[src/rtl/cfg_reg_arbiter.sv]
// PWM/output-enable configuration register bank: boot loader plus a two-port round-robin write path.
// Define REG_ARB_LOCK_EN to add the port-1 write lock at address 0x05.
module cfg_reg_arbiter #(
  parameter logic [7:0] DEF_OUT_7_0  = 8'h00,
  parameter logic [7:0] DEF_OUT_15_8 = 8'h00,
  parameter logic [7:0] DEF_PWM_7_0  = 8'h00,
  parameter logic [7:0] DEF_PWM_15_8 = 8'h00,
  parameter logic [7:0] DEF_DUTY     = 8'h80
) (
  input  logic       clk,
  input  logic       rst_n,
  input  logic       req0_valid,
  input  logic [6:0] req0_addr,
  input  logic [7:0] req0_data,
  output logic       req0_ready,
  input  logic       req1_valid,
  input  logic [6:0] req1_addr,
  input  logic [7:0] req1_data,
  output logic       req1_ready,
  output logic [7:0] en_reg_out_7_0,
  output logic [7:0] en_reg_out_15_8,
  output logic [7:0] en_reg_pwm_7_0,
  output logic [7:0] en_reg_pwm_15_8,
  output logic [7:0] pwm_duty_cycle,
  output logic       boot_done,
  output logic       wr_commit,
  output logic       wr_src,
  output logic       wr_err
);

  localparam int unsigned AW   = 7;
  localparam int unsigned DW   = 8;
  localparam int unsigned NREG = 5;
  localparam int unsigned IW   = 3;

  localparam logic [DW-1:0] DEFS [NREG] = '{DEF_OUT_7_0, DEF_OUT_15_8, DEF_PWM_7_0,
                                            DEF_PWM_15_8, DEF_DUTY};

  typedef enum logic {BOOT, RUN} state_t;

  state_t        state;
  logic [IW-1:0] boot_idx;
  logic          last_gnt;
  logic [DW-1:0] regs [NREG];

  logic          xfer;
  logic          sel;
  logic [AW-1:0] addr;
  logic [DW-1:0] data;
  logic          reg_hit;
  logic          wr_ok;

  // Round-robin grant; the pointer favours the port that was not served last.
  always_comb begin
    req0_ready = 1'b0;
    req1_ready = 1'b0;
    if (state == RUN) begin
      req0_ready = req0_valid && (!req1_valid || last_gnt);
      req1_ready = req1_valid && (!req0_valid || !last_gnt);
    end
  end

  assign xfer    = req0_ready || req1_ready;
  assign sel     = req1_ready;
  assign addr    = sel ? req1_addr : req0_addr;
  assign data    = sel ? req1_data : req0_data;
  assign reg_hit = addr < AW'(NREG);

`ifdef REG_ARB_LOCK_EN
  localparam int unsigned LOCK_ADDR = 5;

  logic lock;
  logic lock_hit;

  assign lock_hit = addr == AW'(LOCK_ADDR);
  // Port 1 may never touch the lock, and is shut out of the bank while it is set.
  assign wr_ok    = sel ? (reg_hit && !lock) : (reg_hit || lock_hit);

  always_ff @(posedge clk or negedge rst_n) begin
    if (!rst_n) begin
      lock <= 1'b0;
    end else if (xfer && !sel && lock_hit) begin
      lock <= data[0];
    end
  end
`else
  assign wr_ok = reg_hit;
`endif

  // Boot loader and write commit; status pulses default low every cycle.
  always_ff @(posedge clk or negedge rst_n) begin
    if (!rst_n) begin
      state     <= BOOT;
      boot_idx  <= '0;
      last_gnt  <= 1'b1;
      boot_done <= 1'b0;
      wr_commit <= 1'b0;
      wr_err    <= 1'b0;
      wr_src    <= 1'b0;
      for (int i = 0; i < int'(NREG); i++) begin
        regs[i] <= '0;
      end
    end else begin
      wr_commit <= 1'b0;
      wr_err    <= 1'b0;
      case (state)
        BOOT: begin
          if (boot_idx == IW'(NREG)) begin
            state     <= RUN;
            boot_done <= 1'b1;
          end else begin
            regs[boot_idx] <= DEFS[boot_idx];
            boot_idx       <= boot_idx + IW'(1);
          end
        end
        RUN: begin
          if (xfer) begin
            last_gnt <= sel;
            if (wr_ok) begin
              if (reg_hit) begin
                regs[IW'(addr)] <= data;
              end
              wr_commit <= 1'b1;
              wr_src    <= sel;
            end else begin
              wr_err <= 1'b1;
            end
          end
        end
        default: state <= BOOT;
      endcase
    end
  end

  assign en_reg_out_7_0  = regs[0];
  assign en_reg_out_15_8 = regs[1];
  assign en_reg_pwm_7_0  = regs[2];
  assign en_reg_pwm_15_8 = regs[3];
  assign pwm_duty_cycle  = regs[4];

endmodule

[config.mk]
export PLATFORM = sky130hd
export DESIGN_NAME = cfg_reg_arbiter
export DESIGN_NICKNAME = d
export VERILOG_FILES = /design/src/rtl/cfg_reg_arbiter.sv
export SDC_FILE = /design/constraint.sdc
export NUM_CORES = 1
export LEC_CHECK = 0
export ABC_CLOCK_PERIOD_IN_PS = 3400
export BUFFER_PORTS_ARGS = -buffer_cell sky130_fd_sc_hd__buf_2
export CORE_MARGIN = 2
export CORE_UTILIZATION = 40
export CTS_CLUSTER_DIAMETER = 150
export DETAILED_ROUTE_END_ITERATION = 16
export PLACE_DENSITY_LB_ADDON = 0.3
export SETUP_SLACK_MARGIN = 0.1
export SLEW_MARGIN = 20
export SYNTH_ARGS = -nofsm -noshare
export SYNTH_HDL_FRONTEND = slang
export SYNTH_SLANG_ARGS = --single-unit
[constraint.sdc]
create_clock -name clk -period 3.4 [get_ports clk]
set_input_delay 0.68 -clock clk [delete_from_list [all_inputs] [get_ports clk]]
set_output_delay 0.68 -clock clk [all_outputs]
set_load 0.02 [all_outputs]
==> flow_metrics.tcl, run 1 <==
set metrics [dict create \
    status "finished clean" \
    worstRegToRegCells 6 \
    grt_pass1_wl_mm 9.549 \
    row_count 27 \
    dpl_cell_area_um2 2699 \
    grt_max_degree 50 \
    endpoint_kind "primary output" \
    hold_class "in -> async" \
    hold_buffers 0 \
    gr-total-overflow 0 \
    syn_to_final_growth_pct 23.75 \
    dieArea_um2 6266 \
    wire_per_inst_um 16.20 \
    path_clk_slew_ns 0.09 \
    ios 80 \
    critPathRequiredTime_ns 2.72 \
    htree_levels 2 \
    hold_viol_final 0 \
    yosys_warnings 0 \
    cts_inserted_buffers 5 \
    rsz0062_at_grt "false" \
    grt_use_total_pct 20.10 \
    syn_area_per_cell_um2 10.86 \
    max_freq_mhz 374.2 \
    synthArstFlopShare_pct 100.0 \
    finalWeightedCongestion 0.8592 \
    stdcell_area_um2 2796 \
    via_count 1989 \
    powerDensity_nw_per_um2 462.8 \
    setup_violations 0 \
    regToRegEndpoint "en_reg_pwm_15_8[1]" \
    syn_nets 244 \
    cts_resized 0 \
    cp_common_cell "buf_2" \
    drc 0 \
    hpwlAfterDp_mm 4.274 \
    ys_types 46 \
    relSlewSlack_pct 47.07 \
    core_area_um2 5473 \
    antenna_left 0 \
    period_needed_ns 2.672 \
    port_buffers 79 \
    regToRegSetupSlack_ns 0.88 \
    die_h_um 79.16 \
    finalMaxSlewViolations 0 \
    synth-seq-cells 49 \
    worstSkewPairLatency_ns 0.30 \
    n_antenna_cell 0 \
    r2r_start "last_gnt" \
    first_pass_iters 4 \
    worst_path_max_delay_cell "a21boi_2" \
    seq_area_frac_synth_pct 54.32 \
    clock-root-buffer "clkbuf_8" \
    drt_iter0_markers 139 \
    crit_chain "buf_2, a21boi_2, nand2_4, inv_2, nor2_1, buf_2" \
    routed_via_density 5.556 \
    p_int_w 0.0008865 \
    start_util_pct 41.29 \
    crit_start "req0_valid" \
    fin_skew_ns 0.003275 \
    nFillCells 519 \
    p_leak_nw 1.418 \
    die_x_um 79.16 \
    p_comb_share_pct 21.1 \
    max_stage_delay_ns 0.63 \
    cts_max_path_buffers 2 \
    drive_gt1_share_pct 34.27 \
    grt_pass1_vias 1904 \
    worstMarginPinSlew_ns 0.7893 \
    cts_tree "yes" \
    tns_ns 0 \
    synth_area_um2 2260 \
    crit_arrival_ns 1.99 \
    finalCritPeriodShare_pct 78.59 \
    maxCapViolCount 0 \
    p_seq_share_pct 51.5 \
    drt-total-wl_mm 5.801 \
    cp-start-kind "input pin" \
    cts_sinks 49 \
    synthFlopType "dfrtp_1" \
    synth-edff-count 0 \
    power.share.clock_pct 27.4 \
    layout.nets 321 \
    worst_ir_drop_vdd_uv 174.8 \
    switching_power_w 0.0004077 \
    cp_max_fo 17 \
    syn_inst 208 \
    sw_frac_of_total_pct 31.50 \
    crit_type "in -> out" \
    antenna_found_initial 0 \
    cts_setup_buffers 0 \
]
-- area by class of cell --
cell class | count | area (µm²) | area share, %
clock buffers | 5 | 68.82 | 2.461
clock inverters | 3 | 26.28 | 0.9396
inverters | 5 | 18.77 | 0.6711
multi-input cells | 144 | 959.7 | 34.32
flip-flops and latches | 49 | 1227 | 43.89
well taps | 72 | 90.09 | 3.221
repair buffers | 80 | 405.4 | 14.50
-- flip-flops by register name, summed over array words and instances (netlist names) --
name,flops
boot_done,1
boot_idx,3
en_reg_out_15_8,8
en_reg_out_7_0,8
en_reg_pwm_15_8,8
en_reg_pwm_7_0,8
last_gnt,1
pwm_duty_cycle,8
state,1
wr_commit,1
wr_err,1
wr_src,1
-- power groups by stage --
stage	Clock [W]	Sequential, W	Combinational, W
finish	0.000355	0.000666	0.000273
global route	0.000397	0.000674	0.000298
CTS	0.000371	0.000667	0.000276
detailed placement	0	0.000678	0.000276
global placement	0	0.000677	0.000273
floorplan	0	0.000735	0.0000985
-- cells by family (layout without fill, tap and decap cells) --
family | Yosys count | count (layout) | synth area share [%]
XOR/XNOR | 2 | 2 | 0.7753
buffers and inverters | 15 | 93 | 3.211
adder cells (fa/ha/maj) | 2 | 2 | 1.107
AO/OA/AOI/OAI | 73 | 73 | 25.86
AND/OR/NAND/NOR | 67 | 67 | 14.73
flip-flops | 49 | 49 | 54.32
-- routing by layer --
layer / wire, µm / up-vias / track usage, %
met5: 0 / - / 0
met4: 82 / 0 / 7.759
met3: 444 / 6 / 3.977
met2: 2612 / 87 / 30.85
met1: 2663 / 949 / 28.06
li1: - / 947 / -
-- Yosys cell counts (2+ instances only) --
cell	count	area share [%]
nor2_1	7	1.2
nand4_1	3	0.83
nand2_1	31	5.1
o211ai_1	2	0.66
ha_1	2	1.1
clkbuf_1	4	0.66
buf_2	4	0.89
nor3b_1	2	0.66
a22o_1	31	12
dfrtp_1	48	53
inv_1	4	0.66
a32o_1	8	3.5
nor4_1	3	0.83
nand3_1	7	1.6
and2_0	2	0.55
a21oi_1	11	2.4
o21ai_0	8	1.8
a31oi_1	3	0.83
-- metrics by stage --
stage                     worst slack (ns)  util (%)  hold WS (ns)  instances  total power (W)
final                               0.7278     51.10        0.3709        358         0.001294
after global routing                0.6120     51.10        0.4162        358         0.001369
after floorplan                      1.314         -        0.3844        208        0.0008337
after global placement              0.6165     49.31        0.4556        350        0.0009502
after CTS                           0.7214     51.05        0.4840        358         0.001314
after detailed placement            0.5676     49.31        0.4578        350        0.0009541
-- placed cells by master (no fill, tap or decap), types with 3 or more instances in the layout --
cell type | netlist | final
nor2_1 | 7 | 7
a22o_1 | 31 | 31
a32o_1 | 8 | 8
nand2_1 | 31 | 31
inv_1 | 4 | 4
a31oi_1 | 3 | 3
clkbuf_8 | 0 | 5
dfrtp_1 | 48 | 48
nor4_1 | 3 | 3
o21ai_0 | 8 | 8
nand4_1 | 3 | 3
nand3_1 | 7 | 7
buf_2 | 4 | 78
a21oi_1 | 11 | 11
-- worst max path at each step --
| stage | end | slack, ns | depth (start not counted) |
|---|---|---|---|
| global placement | en_reg_pwm_15_8[5] | 0.62 | 6 |
| floorplan | req0_ready | 1.31 | 4 |
| global route | req0_ready | 0.61 | 6 |
| detailed placement | en_reg_pwm_15_8[3] | 0.57 | 6 |
| CTS | req0_ready | 0.72 | 6 |
| finish | req0_ready | 0.73 | 6 |
-- critical path, delay by kind of cell --
family	cells	cell delay, ns
buffers and inverters	3	0.47
and+or+nand+nor	2	0.19
AOI/OAI and AO/OA	1	0.63
No activity file was read; power rests on OpenSTA's default activity.
==> run 2, diff against run 1 <==
--- a/config.mk
+++ b/config.mk
@@ -5,7 +5,7 @@
 export SDC_FILE = /design/constraint.sdc
 export NUM_CORES = 1
 export LEC_CHECK = 0
-export ABC_CLOCK_PERIOD_IN_PS = 3400
+export ABC_CLOCK_PERIOD_IN_PS = 2300
 export BUFFER_PORTS_ARGS = -buffer_cell sky130_fd_sc_hd__buf_2
 export CORE_MARGIN = 2
 export CORE_UTILIZATION = 40
==> constraint.sdc (replaced) <==
create_clock -name clk -period 2.3 [get_ports clk]
set_input_delay 0.46 -clock clk [delete_from_list [all_inputs] [get_ports clk]]
set_output_delay 0.46 -clock clk [all_outputs]
set_load 0.02 [all_outputs]
==> flow_metrics.tcl, run 2 (synthesis results as in run 1) <==
set metrics [dict create \
    critPathRequiredTime_ns 2.50 \
    cp_max_fo 10 \
    via_count 2058 \
    drt-total-wl_mm 5.943 \
    cts_max_path_buffers 2 \
    ios 80 \
    r2r_start "last_gnt" \
    regToRegSetupSlack_ns 0.18 \
    hold_viol_final 0 \
    antenna_left 0 \
    drive_gt1_share_pct 37.42 \
    final-seq-area_um2 1227 \
    hpwlAfterDp_mm 4.412 \
    regToRegEndpoint "en_reg_out_7_0[4]" \
    min_to "last_gnt" \
    path_clk_slew_ns 0.10 \
    grt_max_degree 49 \
    most-common-layout-cells "79 x buf_2, 48 x dfrtp_1, 31 x nand2_1, 31 x a22o_1, 15 x buf_4" \
    stdcell_area_um2 2929 \
    p_int_w 0.001337 \
    start_util_pct 41.29 \
    syn_to_final_growth_pct 29.62 \
    crit_chain "a21boi_2, nand2_4, inv_2, o311ai_4, nand2_1, a22o_1" \
    p_leak_nw 1.501 \
    cts_setup_buffers 0 \
    die_x_um 79.16 \
    layout.nets 337 \
    dieArea_um2 6266 \
    max_stage_delay_ns 0.57 \
    setup_violations 0 \
    drt_iter0_markers 123 \
    finalWeightedCongestion 0.8556 \
    worst_path_max_delay_cell "dfstp_2" \
    gr-total-overflow 0 \
    finalCritPeriodShare_pct 92.29 \
    hold_class "in -> reg" \
    die_h_um 79.16 \
    p_seq_share_pct 50.3 \
    antenna_found_initial 0 \
    routed_via_density 5.503 \
    power.share.clock_pct 27.5 \
    grt_pass1_wl_mm 9.687 \
    first_pass_iters 4 \
    cts_sinks 49 \
    cp-start-kind "register" \
    layout_commonest_cell "buf_2" \
    finalMaxSlewViolations 0 \
    period_needed_ns 2.123 \
    status "finished clean" \
    crit_arrival_ns 2.32 \
    rsz0062_at_grt "true" \
    post-place-cells 365 \
    dpl_cell_area_um2 2824 \
    clock-root-buffer "clkbuf_8" \
    fin_cells 374 \
    relSlewSlack_pct 68.04 \
    grt_pass1_vias 1899 \
    htree_levels 2 \
    powerDensity_nw_per_um2 667.5 \
    hold_depth 2 \
    port_buffers 79 \
    nFillCells 509 \
    max_freq_mhz 471.1 \
    maxCapViolCount 0 \
    cts_tree "yes" \
    tns_ns 0 \
    worstSkewPairLatency_ns 0.31 \
    n_antenna_cell 0 \
    row_count 27 \
    worst_ir_drop_vdd_uv 255.6 \
    sw_frac_of_total_pct 31.61 \
    multi_input_area_um2 959.7 \
    worstRegToRegCells 6 \
    crit_type "reg -> reg" \
    switching_power_w 0.0006181 \
    fin_skew_ns 0.004996 \
    worstMarginPinSlew_ns 0.4783 \
    p_comb_share_pct 22.2 \
    endpoint_kind "register" \
    cts_inserted_buffers 5 \
    wire_per_inst_um 15.89 \
    grt_use_total_pct 20.38 \
    core_area_um2 5473 \
    worstHoldStart "req0_valid" \
    drc 0 \
]
run 2: cell count changes in the layout (fill, tap and decap cells not counted):
cell / previous run / this run
buf_4: 2 / 15
and2_0: 2 / 1
and2_1: 1 / 2
buf_12: 0 / 1
buf_2: 78 / 79
dlygate4sd3_1: 0 / 1
run 2: layer usage:
metal / wire, µm / part of all wire [%] / vias up / GRT usage (%)
met5: 0 / 0 / - / 0
met4: 150 / 2.5 / 0 / 8.448
met3: 486 / 8.2 / 13 / 4.659
met2: 2663 / 45 / 94 / 29.75
met1: 2642 / 44 / 977 / 29.17
li1: - / - / 974 / -
run 2: layout make-up:
class                   instances  area share (%)
clock inverters                 3          0.8971
multi-input cells             144           32.76
inverters                       5          0.6408
repair buffers                 96           18.37
flip-flops and latches         49           41.91
well taps                      72           3.076
clock buffers                   5           2.349
run 2: critical path: cells and delay by family (launching register included):
kind | cells | cell delay (ns)
compound gates | 3 | 0.92
buf+inv | 1 | 0.08
flops | 1 | 0.57
simple gates | 2 | 0.43
run 2: worst max path at each step:
stage,startpoint,to,depth (start not counted)
final,last_gnt,en_reg_out_7_0[4],6
after global routing,last_gnt,en_reg_out_7_0[4],6
after CTS,last_gnt,en_reg_out_7_0[3],6
after detailed placement,req0_addr[6],en_reg_pwm_15_8[6],6
after global placement,req0_addr[6],en_reg_out_7_0[5],6
after floorplan,req1_valid,en_reg_pwm_7_0[0],7
run 2: repair_timing:
| action | CTS | global route |
|---|---|---|
| hold endpoints to repair | 1 | 0 |
| endpoints found under the setup margin | 0 | 27 |
| resized for setup | 0 | 1 |
| hold buffers | 1 | 0 |
run 2: through the flow:
stage | utilization, % | setup WS [ns] | power [W] | hold WS, ns
after detailed placement | 51.60 | 0.08913 | 0.001437 | 0.2588
final | 53.52 | 0.1774 | 0.001955 | 0.3567
after global routing | 53.52 | 0.05465 | 0.002056 | 0.3598
after CTS | 53.52 | 0.1886 | 0.001971 | 0.3428
after global placement | 51.60 | 0.08084 | 0.001431 | 0.2594
after floorplan | - | 0.4352 | 0.001232 | 0.1644
run 2: power by group through the flow:
stage / Clock [W] / Combinational [W] / Sequential, W
4_1_cts: 0.000549 / 0.000438 / 0.000984
2_1_floorplan: 0 / 0.000146 / 0.00109
6_report: 0.000538 / 0.000435 / 0.000983
3_5_place_dp: 0 / 0.000436 / 0.00100
3_3_place_gp: 0 / 0.000433 / 0.000998
5_1_grt: 0.000589 / 0.000474 / 0.000993
==> run 3, diff against run 2 <==
--- a/config.mk
+++ b/config.mk
@@ -5,6 +5,7 @@
 export SDC_FILE = /design/constraint.sdc
 export NUM_CORES = 1
 export LEC_CHECK = 0
+export ABC_AREA = 1
 export ABC_CLOCK_PERIOD_IN_PS = 2300
 export BUFFER_PORTS_ARGS = -buffer_cell sky130_fd_sc_hd__buf_2
 export CORE_MARGIN = 2
==> flow_metrics.tcl, run 3 <==
set metrics [dict create \
    setup_violations 0 \
    cp-start-kind "register" \
    cts_tree "yes" \
    most-common-layout-cells "106 x nand2_1, 79 x buf_2, 56 x nor2_1, 49 x nand3_1, 48 x dfrtp_1" \
    maxCapViolCount 0 \
    cts_inserted_buffers 5 \
    switching_power_w 0.0005230 \
    drc 0 \
    holdWs_ns 0.1576 \
    cp_common_cell "nand2_1" \
    endpoint_kind "register" \
    tns_ns 0 \
    status "finished clean" \
    synth_area_um2 2634 \
    rsz0062_at_grt "false" \
    grt_max_degree 46 \
    first_pass_iters 4 \
    synth-seq-cells 49 \
    place_worst_setup_slack_ns 0.2060 \
    finalMaxSlewViolations 0 \
    relSlewSlack_pct 59.00 \
    die_h_um 85.15 \
    powerDensity_nw_per_um2 535.5 \
    nFillCells 659 \
    ios 80 \
    syn_area_per_cell_um2 7.933 \
    critPathTopFamily "simple AND/OR/NAND/NOR gates" \
    power.share.clock_pct 29.9 \
    path_clk_slew_ns 0.09 \
    drive_gt1_share_pct 29.38 \
    crit_chain "nand2_2, nand2_4, nand2_1, nand2_1, nand2_1, nand2_2, nand3_4, nand2_8, nand2_2, nand2_1, nand2_1" \
    antenna_found_initial 0 \
    gr-total-overflow 0 \
    start_util_pct 41.48 \
    hpwlAfterDp_mm 4.838 \
    fin_ws_ns 0.2910 \
    sw_frac_of_total_pct 30.19 \
    finalCritPeriodShare_pct 87.35 \
    max_stage_delay_ns 0.57 \
    post-route-util_pct 50.96 \
    synth_top_area_share_pct 45.61 \
    clock-root-buffer "clkbuf_8" \
    critPathRequiredTime_ns 2.50 \
    yosys_warnings 0 \
    dieArea_um2 7250 \
    drt_iter0_markers 156 \
    cts_resized 0 \
    p_leak_nw 1.904 \
    final-seq-area_um2 1227 \
    synth-edff-count 0 \
    synthArstFlopShare_pct 100.0 \
    yosysTopAreaCell "dfrtp_1" \
    multi_input_area_um2 1275 \
    layout_commonest_cell "nand2_1" \
    via_count 2429 \
    hold_buffers 0 \
    crit_type "reg -> reg" \
    p_comb_share_pct 18.2 \
    hold_class "in -> async" \
    grt_use_total_pct 18.62 \
    core_area_um2 6350 \
    grt_pass1_vias 2332 \
    netlist_top_cells_count "106 x nand2_1, 56 x nor2_1, 49 x nand3_1" \
    drt-total-wl_mm 6.356 \
    finalWeightedCongestion 0.8169 \
    routed_via_density 4.868 \
    fin_skew_ns 0.004888 \
    cts_setup_buffers 0 \
    die_x_um 85.15 \
    antenna_left 0 \
    crit_start "last_gnt" \
    ys_top_cells_by_area "dfrtp_1 46%, nand2_1 15%, nand3_1 9.3%" \
    p_int_w 0.001210 \
    seq_area_frac_synth_pct 46.60 \
    port_buffers 79 \
    grt_pass1_wl_mm 10.87 \
    hold_viol_final 0 \
    synthFlopType "dfrtp_1" \
    syn_nets 368 \
    cts_sinks 49 \
    htree_levels 2 \
    worstMarginPinSlew_ns 0.6150 \
    worstPathBufferInverterCount 0 \
    n_antenna_cell 0 \
    yosysMostFrequentCell "nand2_1" \
    max_freq_mhz 497.8 \
    worstSkewPairLatency_ns 0.31 \
    crit_arrival_ns 2.21 \
    cts_max_path_buffers 2 \
    cp_max_fo 45 \
    post-place-cells 491 \
    syn_to_final_growth_pct 22.85 \
    ys_types 30 \
    period_needed_ns 2.009 \
    r2r_start "last_gnt" \
    p_seq_share_pct 51.9 \
    syn_inst 332 \
    wire_per_inst_um 12.74 \
    worst_path_max_delay_cell "dfstp_2" \
    worst_ir_drop_vdd_uv 309.3 \
    fin_cells 499 \
    layout.nets 457 \
    row_count 29 \
]
-- run 3: cell types whose count changed after synthesis, sizes merged, moves of 3 or more --
| cell | previous run | this run |
|---|---|---|
| and2 | 3 | 0 |
| nor4 | 3 | 0 |
| a21oi | 12 | 5 |
| a32o | 8 | 0 |
| nand3 | 7 | 53 |
| nand4 | 4 | 1 |
| a22o | 31 | 0 |
| nand2 | 32 | 120 |
| clkbuf | 4 | 1 |
| a31oi | 3 | 0 |
| inv | 5 | 16 |
| nor2 | 7 | 57 |
| o21ai | 10 | 13 |
-- run 3: worst paths after layout --
path	end	slack (ns)	cells past startpoint
setup / recovery	en_reg_out_7_0[3]	0.29	11
hold / removal	pwm_duty_cycle[0]	0.16	1
setup reg to reg	en_reg_out_7_0[3]	0.29	11
hold reg to reg	en_reg_out_15_8[7]	0.47	2
max in group asynchronous	last_gnt	1.53	2
min in group clk	en_reg_out_15_8[7]	0.47	2
-- run 3: final cells by class --
class                   count  area share, %
multi-input cells         259          39.40
flip-flops and latches     49          37.94
repair buffers             90          15.16
well taps                  77          2.978
clock buffers               6          2.243
inverters                  16          1.856
clock inverters             2         0.4254
-- run 3: logic make-up (layout without fill, tap and decap cells) --
kind of cell	after synthesis	in the layout	synth area share [%]
adders and majority gates	2	2	0.9500
AOI/OAI and AO/OA	20	20	5.559
and+or+nand+nor	235	235	41.24
DFF	49	49	46.60
buffers and inverters	24	114	4.988
xor gates and xnor gates	2	2	0.6652
-- run 3: through the flow --
step | power [W] | instance area, µm²
after global placement | 0.001228 | 3149
after floorplan | 0.001105 | 2634
final | 0.001733 | 3236
after global routing | 0.001823 | 3236
after detailed placement | 0.001235 | 3149
after CTS | 0.001748 | 3236
-- run 3: routing by layer --
layer	up-vias	part of all wire (%)	GRT usage (%)
li1	1236	-	-
met4	0	1.5	5.628
met1	1135	45	23.76
met3	8	4.7	4.086
met2	50	49	31.68
met5	-	0	0
-- run 3: power by group through the flow --
| stage | logic [W] | registers (W) | clock network [W] |
|---|---|---|---|
| floorplan | 0.000162 | 0.000943 | 0 |
| global placement | 0.000312 | 0.000916 | 0 |
| detailed placement | 0.000318 | 0.000917 | 0 |
| CTS | 0.000319 | 0.000900 | 0.000530 |
| global route | 0.000353 | 0.000903 | 0.000566 |
| finish | 0.000316 | 0.000899 | 0.000517 |
